<file path="config.mk">
export PLATFORM = sky130hd
export DESIGN_NAME = mccoy_fetch_ctrl
export DESIGN_NICKNAME = d
export VERILOG_FILES = /design/src/rtl/mccoy_pkg.sv /design/src/rtl/mccoy_prog_mem.sv /design/src/rtl/mccoy_fetch_ctrl.sv
export SDC_FILE = /design/constraint.sdc
export NUM_CORES = 1
export LEC_CHECK = 0
export CAP_MARGIN = 20
export CORE_MARGIN = 4
export CORE_UTILIZATION = 63
export CTS_BUF_LIST = sky130_fd_sc_hd__clkbuf_4
export CTS_CLUSTER_SIZE = 24
export DETAILED_ROUTE_END_ITERATION = 10
export GPL_ROUTABILITY_DRIVEN = 0
export PLACE_DENSITY = 0.87
export SLEW_MARGIN = 10
export SYNTH_ARGS = -nofsm -noshare
export SYNTH_HDL_FRONTEND = slang
export SYNTH_SLANG_ARGS = --single-unit
</file>
<file path="constraint.sdc">
create_clock -name clk -period 3.87 [get_ports clk]
set_clock_uncertainty 0.05 [all_clocks]
set_input_delay 0.387 -clock clk [delete_from_list [all_inputs] [get_ports clk]]
set_output_delay 0.387 -clock clk [all_outputs]
set_load 0.05 [all_outputs]
</file>
<file path="src/rtl/mccoy_pkg.sv">
// Shared types and constants for the McCoy fetch sequencer.
//   state_e : top-level sequencer state (idle, core reset phase, running)
//   phase_e : the four clk-long phases of one core cycle
//   IO_*    : bit positions of the fields packed onto core_io_in
package mccoy_pkg;

  localparam int unsigned PROG_DEPTH = 16;
  localparam int unsigned PC_W       = 4;
  localparam int unsigned INSTR_W    = 6;
  localparam int unsigned RST_CYCLES = 2;
  localparam int unsigned RST_CNT_W  = $clog2(RST_CYCLES + 1);

  localparam int unsigned IO_CLK_BIT   = 0;
  localparam int unsigned IO_RST_BIT   = 1;
  localparam int unsigned IO_INSTR_LSB = 2;

  typedef enum logic [1:0] {StIdle, StRst, StRun} state_e;

  // Core clock is low in PhL0/PhL1 and high in PhH0/PhH1.
  typedef enum logic [1:0] {PhL0, PhL1, PhH0, PhH1} phase_e;

endpackage

</file>
<file path="src/rtl/mccoy_prog_mem.sv">
// 16 x 6-bit program store: synchronous write, asynchronous read.
//   clk   : system clock
//   we    : write enable (already qualified by the caller)
//   waddr : write address
//   wdata : instruction word to store
//   raddr : read address
//   rdata : instruction at raddr (combinational)
module mccoy_prog_mem
  import mccoy_pkg::*;
(
  input  logic               clk,
  input  logic               we,
  input  logic [PC_W-1:0]    waddr,
  input  logic [INSTR_W-1:0] wdata,
  input  logic [PC_W-1:0]    raddr,
  output logic [INSTR_W-1:0] rdata
);

  logic [INSTR_W-1:0] mem [PROG_DEPTH];

  always_ff @(posedge clk) begin
    if (we) begin
      mem[waddr] <= wdata;
    end
  end

  assign rdata = mem[raddr];

endmodule

</file>
<file path="src/rtl/mccoy_fetch_ctrl.sv">
// Instruction-fetch sequencer for the McCoy core. Generates the core clock and
// reset, samples the core's multiplexed output bus and feeds instructions back.
//   clk, reset   : system clock, synchronous active-high reset
//   prog_we/addr/data : program store write port (IDLE only)
//   start, abort : run control; run_cycles is the core-cycle budget (0 = unlimited)
//   core_io_in   : {instr[5:0], core_reset, core_clk} driven to the core
//   core_io_out  : core bus, PC while core_clk=1, x8 while core_clk=0
//   busy, done, fault : run status; pc_q, x8_q : last sampled core values
module mccoy_fetch_ctrl
  import mccoy_pkg::*;
(
  input  logic               clk,
  input  logic               reset,
  input  logic               prog_we,
  input  logic [PC_W-1:0]    prog_addr,
  input  logic [INSTR_W-1:0] prog_data,
  input  logic               start,
  input  logic               abort,
  input  logic [7:0]         run_cycles,
  output logic [7:0]         core_io_in,
  input  logic [7:0]         core_io_out,
  output logic               busy,
  output logic               done,
  output logic               fault,
  output logic [7:0]         pc_q,
  output logic [7:0]         x8_q
);

  state_e               state_q;
  phase_e               phase_q;
  logic [RST_CNT_W-1:0] rst_cnt_q;
  logic [7:0]           budget_q;
  logic                 unlimited_q;
  logic [INSTR_W-1:0]   instr_q;
  logic                 core_rst_q;
  logic                 core_clk_q;
  logic                 busy_q;
  logic                 done_q;
  logic                 fault_q;
  logic [7:0]           pc_sample_q;
  logic [7:0]           x8_sample_q;

  logic [INSTR_W-1:0]   mem_rdata;
  logic                 pc_fault;
  logic                 budget_end;
  logic                 core_clk_next;

  mccoy_prog_mem u_prog_mem (
    .clk   (clk),
    .we    (prog_we && (state_q == StIdle)),
    .waddr (prog_addr),
    .wdata (prog_data),
    .raddr (pc_sample_q[PC_W-1:0]),
    .rdata (mem_rdata)
  );

  // Only meaningful at PhH1 of a run, where core_io_out carries the PC.
  assign pc_fault      = (core_io_out[7:PC_W] != '0);
  assign budget_end    = !unlimited_q && (budget_q == 8'd1);
  // Core clock is high in the phase after PhL1 and after PhH0.
  assign core_clk_next = (phase_q == PhL1) || (phase_q == PhH0);

  always_ff @(posedge clk) begin
    if (reset) begin
      state_q     <= StIdle;
      phase_q     <= PhL0;
      rst_cnt_q   <= '0;
      budget_q    <= '0;
      unlimited_q <= 1'b0;
      instr_q     <= '0;
      core_rst_q  <= 1'b0;
      core_clk_q  <= 1'b0;
      busy_q      <= 1'b0;
      done_q      <= 1'b0;
      fault_q     <= 1'b0;
      pc_sample_q <= '0;
      x8_sample_q <= '0;
    end else begin
      done_q <= 1'b0;
      if (abort) begin
        state_q    <= StIdle;
        phase_q    <= PhL0;
        instr_q    <= '0;
        core_rst_q <= 1'b0;
        core_clk_q <= 1'b0;
        busy_q     <= 1'b0;
      end else begin
        unique case (state_q)
          StIdle: begin
            if (start) begin
              state_q     <= StRst;
              phase_q     <= PhL0;
              rst_cnt_q   <= '0;
              budget_q    <= run_cycles;
              unlimited_q <= (run_cycles == 8'd0);
              fault_q     <= 1'b0;
              pc_sample_q <= '0;
              busy_q      <= 1'b1;
              core_rst_q  <= 1'b1;
              core_clk_q  <= 1'b0;
              instr_q     <= '0;
            end
          end
          StRst: begin
            phase_q    <= phase_e'(phase_q + 2'd1);
            core_clk_q <= core_clk_next;
            if (phase_q == PhH1) begin
              rst_cnt_q <= rst_cnt_q + RST_CNT_W'(1);
              if (rst_cnt_q == RST_CNT_W'(RST_CYCLES - 1)) begin
                state_q    <= StRun;
                core_rst_q <= 1'b0;
              end
            end
          end
          StRun: begin
            phase_q    <= phase_e'(phase_q + 2'd1);
            core_clk_q <= core_clk_next;
            unique case (phase_q)
              PhL0: instr_q     <= mem_rdata;
              PhL1: x8_sample_q <= core_io_out;
              PhH0: ;
              PhH1: begin
                pc_sample_q <= core_io_out;
                if (!unlimited_q) begin
                  budget_q <= budget_q - 8'd1;
                end
                if (pc_fault) begin
                  fault_q <= 1'b1;
                end
                if (pc_fault || budget_end) begin
                  state_q    <= StIdle;
                  phase_q    <= PhL0;
                  done_q     <= 1'b1;
                  busy_q     <= 1'b0;
                  core_clk_q <= 1'b0;
                  instr_q    <= '0;
                end
              end
            endcase
          end
          default: state_q <= StIdle;
        endcase
      end
    end
  end

  assign core_io_in = {instr_q, core_rst_q, core_clk_q};
  assign busy       = busy_q;
  assign done       = done_q;
  assign fault      = fault_q;
  assign pc_q       = pc_sample_q;
  assign x8_q       = x8_sample_q;

endmodule

</file>
## Word-level counts from Yosys, hierarchy flattened

Memories as Yosys holds them, arrays and structs flattened. A register that Yosys moved wholly into a read port is not among the register bits.
Index checks and enable logic that the tools add are counted.

| word-level totals | value |
|---|---|
| input bits | 31 |
| register bits after elaboration | 42 |
| ROM bits | 0 |
| bits in latches | 0 |
| bits in writable memories | 96 |
| memories | 1 |
| logic and storage cells | 103 |
| output and inout port bits | 27 |

Memories:

| memory | words | bits a word | read ports | clocked after Yosys merged registers in | wr ports | line | source |
|---|---|---|---|---|---|---|---|
| u_prog_mem.mem | 16 | 6 | 1 | 1 | 1 | mccoy_prog_mem.sv:19 | `logic [INSTR_W-1:0] mem [PROG_DEPTH];` |

| cells by class | value |
|---|---|
| add/subtract/negate cells | 3 |
| order comparisons | 0 |
| div/mod/pow operators | 0 |
| muxes and demuxes | 42 |
| shift operators | 0 |
| reduce and logical (&&, ||, !) cells | 25 |
| bitwise gates (word level) | 3 |
| multipliers | 0 |
| equality and inequality tests | 16 |

Operators by type and width:

| kind | number |
|---|---|
| $mux W8 | 5 |
| $pmux W8 S2 | 2 |
| $pmux W6 S2 | 2 |
| $reduce_and A4 Y1 | 5 |
| $mux W2 | 9 |
| $reduce_and A5 Y1 | 3 |
| $ne A2 B2 Y1 const B | 7 |
| $mux W1 | 13 |
| $mux W6 | 2 |
| $pmux W2 S3 | 2 |
| $eq A8 B1 Y1 const B | 1 |
| $logic_not A8 Y1 | 1 |
| $mux W4 | 2 |
| $sub A8 B1 Y8 const B | 1 |
| $eq A2 B1 Y1 const B | 3 |
| $eq A2 B2 Y1 const B | 3 |
| $pmux W1 S2 | 3 |
| $reduce_and A3 Y1 | 2 |
| $add A2 B1 Y2 const B | 2 |
| $logic_not A2 Y1 | 2 |
| $pmux W2 S2 | 1 |
| $reduce_bool A2 Y1 | 2 |
| $reduce_bool A4 Y1 | 1 |
| $reduce_or A4 Y1 | 1 |
| other kinds (10) | 14 |

## Longest topological paths before layout

| logic depth | value |
|---|---|
| depth after elaboration | 6 |
| mapped depth | 8 |
| gate-level depth less buffers | 6 |

## Cells and area by module

Synthesis repeated with hierarchy kept, for this count alone.

| second synthesis, totals | value |
|---|---|
| cells, all modules | 421 |
| area, all modules | 5896.9 µm² |

By module, submodules not included:

| module | seq. area each (µm²) | cells each | times used | area an instance (µm²) |
|---|---|---|---|---|
| mccoy_prog_mem | 2882.8 | 172 | 1 | 3774.9 |
| mccoy_fetch_ctrl | 820.8 | 249 | 1 | 2122.0 |

## Least setup slack after synthesis

OpenSTA, ideal clock, no wires.

| timing | value |
|---|---|
| path kind | register to register |
| from | reg state_q[0] |
| to | mem u_prog_mem.mem[0][0], enable pin |
| cell stages (with the launch flop) | 7 |
| library setup time | 0.377 ns |
| setup slack | 1.896 ns |
| buffers on the path | 1 |
| period minus slack after synthesis | 1.974 ns |
| required time | 3.443 ns |
| arrival | 1.547 ns |
| cells stage by stage | dfxtp_1 -> inv_1 -> ha_1 -> buf_6 -> nand2_1 -> or3_1 -> nor3_1 |

| on the way | value |
|---|---|
| cells in the longest elaborated chain, start to end | 4 |

RTL lines:

| what | line | source |
|---|---|---|
| start, declared | mccoy_fetch_ctrl.sv:29 | `state_e state_q;` |
| start signal, assigned | mccoy_fetch_ctrl.sv:65 | `state_q <= StIdle;` |
| start signal, assigned | mccoy_fetch_ctrl.sv:81 | `state_q <= StIdle;` |
| start signal, assigned | mccoy_fetch_ctrl.sv:91 | `state_q <= StRst;` |
| $logic_not A2 Y1 | mccoy_fetch_ctrl.sv:50 | `.we (prog_we && (state_q == StIdle)),` |
| $logic_and A1 B1 Y1 | mccoy_fetch_ctrl.sv:50 |  |
| $mux W1 | mccoy_prog_mem.sv:22 | `if (we) begin` |
| $mux W1 (implied by the code) | mccoy_prog_mem.sv:23 | `mem[waddr] <= wdata;` |
| end, declared | mccoy_prog_mem.sv:19 |  |

No other way between the ends.

## Final worst setup path

| timing | value |
|---|---|
| from | reg state_q[0] |
| to | reg pc_sample_q[3] (netlist: pc_q[3]) |

| on the way | value |
|---|---|
| cells in the longest elaborated chain, start to end | 3 |
| elaborated cells between the ends (all ways) | 7 |
| classes of those cells | 3 x eq/ne; 1 x mux; 3 x reduce/logical |

RTL lines:

| what | line | source |
|---|---|---|
| $eq A2 B2 Y1 or $logic_not A2 Y1 (tied branches) | mccoy_fetch_ctrl.sv:88 | `unique case (state_q)` |
| $ne A2 B2 Y1 (no source line) or $reduce_bool A2 Y1 (tied branches) | - |  |
| $reduce_and A4 Y1 (no source line) | - |  |
| end signal, assigned | mccoy_fetch_ctrl.sv:123 | `pc_sample_q <= core_io_out;` |
| end, declared | mccoy_fetch_ctrl.sv:40 | `logic [7:0] pc_sample_q;` |

Parallel ways exist; a longest one is shown, timed or not.
A chain may end at the register's enable or synchronous reset.

==> impl_metrics.csv <==
group,metric,value,unit
status,outcome,"finished clean",
pwr,intPower,2.06,mW
clock_tree,postCtsHoldBufs,0,
pwr,p_comb_frac,0.081,
finish,fillers,530,
placed_design,pre_cts_ws,842,ps
global_routing,grt_pass1_vias,3714,
logic_synthesis,synth_most_common_cell,"edfxtp_1",
detailed_routing,highest_layer,"met4",
clock_tree,clk_pin_slew,120,ps
logic_synthesis,ys.flop_type,"edfxtp_1",
detailed_routing,first_pass_iters,5,
finish,stdcell_area,6750,µm²
worst_setup_path,slowest_stage,"nor3_1",
pwr,clockPowerShare,0.321,
die,ios,58,
timing,min_period,2630,ps
timing,whs,420,ps
worst_setup_path,cp.arrival,3040,ps
die,start_util,0.660,
logic_synthesis,yosysWarnings,0,
finish,area_growth,15.1,%
logic_synthesis,syn_area,5870,µm²
global_routing,grt_max_degree,31,
logic_synthesis,yosysUniqueCellTypes,46,
timing,final_max_slew_viol_count,0,
pwr,leakagePower,2.27,nW
logic_synthesis,yosys.area_share.simple,0.0966,
die,dieArea,10900,µm²
timing,setup_tns,0,ps
detailed_routing,vias_per_cell,6.30,
logic_synthesis,synthAdderAreaFrac,0.0213,
die,die_w,105,µm
clock_tree,postCtsSetupBuffers,0,
flow_run,cap_viol_max_count,0,
finish,seq_area,3780,µm²
detailed_routing,wirelength,11900,µm
finish,fin_cells,579,
placed_design,io_buffers,57,
detailed_routing,post_drt_wl_per_cell,20.6,µm
worst_setup_path,required,4280,ps
die,rows,34,
logic_synthesis,syn_nets,440,
logic_synthesis,synth_xor_area_frac,0,
finish,fin_util,0.759,
logic_synthesis,syn_avg_cell_area,14.7,µm²
timing,fin_ws,1240,ps
logic_synthesis,synth-edff-count,96,
placed_design,placed_cell_area,6460,µm²
timing,finalHoldViolCount,0,
detailed_routing,first_iter_violations,280,
detailed_routing,dr_wl_met2,6100,µm
pwr,powerDensity,411,nW/µm²
detailed_routing,wl_met3,691,µm
clock_tree,cts.sinks,141,
finish,finalNetCount,499,
logic_synthesis,synth_top_family_by_area,"multiplexers",
logic_synthesis,synth_area_leaders,"edfxtp_1, dfxtp_1, mux4_2, mux2i_1, nor2_1",
global_routing,antenna_found_initial,0,
clock_tree,ctsResizeCount,0,
placed_design,dp_cells,545,
pwr,pwr-share-seq,0.597,
global_routing,grt.overflow.total,0,
finish,multiInputGateArea,1920,µm²
timing,finalSetupViolCount,0,
pwr,power.total,2.77,mW
timing,min_period_over_period,0.680,
logic_synthesis,muxShareOfSynthArea,0.135,
detailed_routing,drc,0,
logic_synthesis,synth_compound_area_frac,0.0742,
logic_synthesis,ys_ff_latch,141,
global_routing,grt_pass1_wl,19600,µm
finish,final_layout_size_suffix_gt1_frac,0.146,
logic_synthesis,ys_seq_area_frac,0.645,
worst_setup_path,cp_cell_sequence,"inv_1, ha_1, nand2_1, nor3_1, a22oi_1, nor2_1",
worst_setup_path,worstPathMaxFanout,24,
clock_tree,tritoncts,"built",
pwr,switching_share,0.256,
timing,max_clock_freq,380,MHz
detailed_routing,wl_met1,4810,µm
logic_synthesis,async_flop_share,0,
worst_setup_path,worstSetupPathType,"register to register",
logic_synthesis,synthCells,399,
placed_design,hpwl,7890,µm
clock_tree,numCtsBuffers,17,
worst_setup_path,crit_path_end_kind,"register",
worst_setup_path,cpPeakStageDelay,830,ps
logic_synthesis,yosysTopAreaCell,"edfxtp_1",
die,fp.dieH,105,µm
clock_tree,clkLatencyLatePin,540,ps
global_routing,grt_util_all_layers,0.231,
logic_synthesis,synth_top_area_frac,0.491,
detailed_routing,ant_nets,0,
timing,worstMarginPinSlew,1040,ps
min_path,min_path_type,"register to register",
timing,rsz0062_at_grt,"false",
worst_setup_path,startpoint_type,"register",
detailed_routing,vias,3648,
die,core_area,8890,µm²
pwr,p_switching,709,µW
clock_tree,h-tree-depth,4,
finish,diodes,0,
logic_synthesis,synthTopCellsByCount,"edfxtp_1, dfxtp_1, nor2_1",
clock_tree,cts_buffer_depth,2,
timing,relSlewSlack,0.299,
clock_tree,clockRootBuffer,"clkbuf_4",
pwr,max-vdd-ir-drop,264,µV
-- metal layers --
layer  vias up  GRT usage
li1       1677          -
met1      1787      0.296
met2       151      0.382
met3        33     0.0490
met4         0      0.105
met5         -          0
-- worst max-delay path: cells and delay by family (launching register included) --
family                     cells  cell delay [ps]
AOI/OAI and AO/OA              1              160
adders and majority gates      1              630
buffers and inverters          1              110
DFF                            1              360
and+or+nand+nor                3             1240
-- cell usage in the layout, fill, tap and decap left out, drive strengths merged, types with 12 or more instances in the layout --
| cell type | netlist | final |
|---|---|---|
| mux4 | 24 | 24 |
| inv | 10 | 15 |
| nor2 | 41 | 41 |
| clkdlybuf4s50 | 0 | 57 |
| o21ai | 13 | 13 |
| nor3 | 15 | 15 |
| mux2i | 25 | 25 |
| a21oi | 12 | 12 |
| edfxtp | 96 | 96 |
| dfxtp | 45 | 45 |
| clkbuf | 8 | 18 |
-- layout make-up --
type	count	area share
Clock buffer	18	0.0200
Clock inverter	14	0.0200
Inverter	10	0.00556
Multi-Input combinational cell	227	0.284
Sequential cell	141	0.561
Tap cell	108	0.0200
Timing Repair Buffer	61	0.0897
-- registers in the layout, indices dropped and copies added, names as in the netlist, named ones only --
name / cells
done: 1
unlimited_q: 1
x8_q: 8
busy: 1
core_rst_q: 1
fault: 1
pc_q: 8
phase_q: 2
state_q: 2
budget_q: 8
rst_cnt_q: 2
instr_q: 6
u_prog_mem.mem: 96
-- power by group through the flow --
stage	Clock [mW]	Sequential, mW	Combinational (mW)
after floorplan	0	1.69	0.134
after global placement	0	1.69	0.214
after detailed placement	0	1.69	0.221
after CTS	0.903	1.66	0.223
after global routing	0.983	1.66	0.246
final	0.890	1.66	0.225
-- logic make-up (layout without fill, tap and decap cells) --
logic type / after synthesis / in the layout
flops: 141 / 141
mux: 49 / 49
buf+inv: 31 / 103
compound gates: 63 / 63
fa+ha+maj: 10 / 10
simple gates: 105 / 105
-- worst paths after layout --
path / start / endpoint / depth (start not counted) / slack, ps
worst max register to register: state_q[0]$_SDFFE_PP0P_ / pc_q[3]$_SDFFE_PP0P_ / 6 / 1240
worst max-delay path: state_q[0]$_SDFFE_PP0P_ / pc_q[3]$_SDFFE_PP0P_ / 6 / 1240
worst min-delay path: instr_q[0]$_SDFFE_PP0P_ / instr_q[0]$_SDFFE_PP0P_ / 1 / 420
worst min register to register: instr_q[0]$_SDFFE_PP0P_ / instr_q[0]$_SDFFE_PP0P_ / 1 / 420
(Power assumes the default switching activity.)
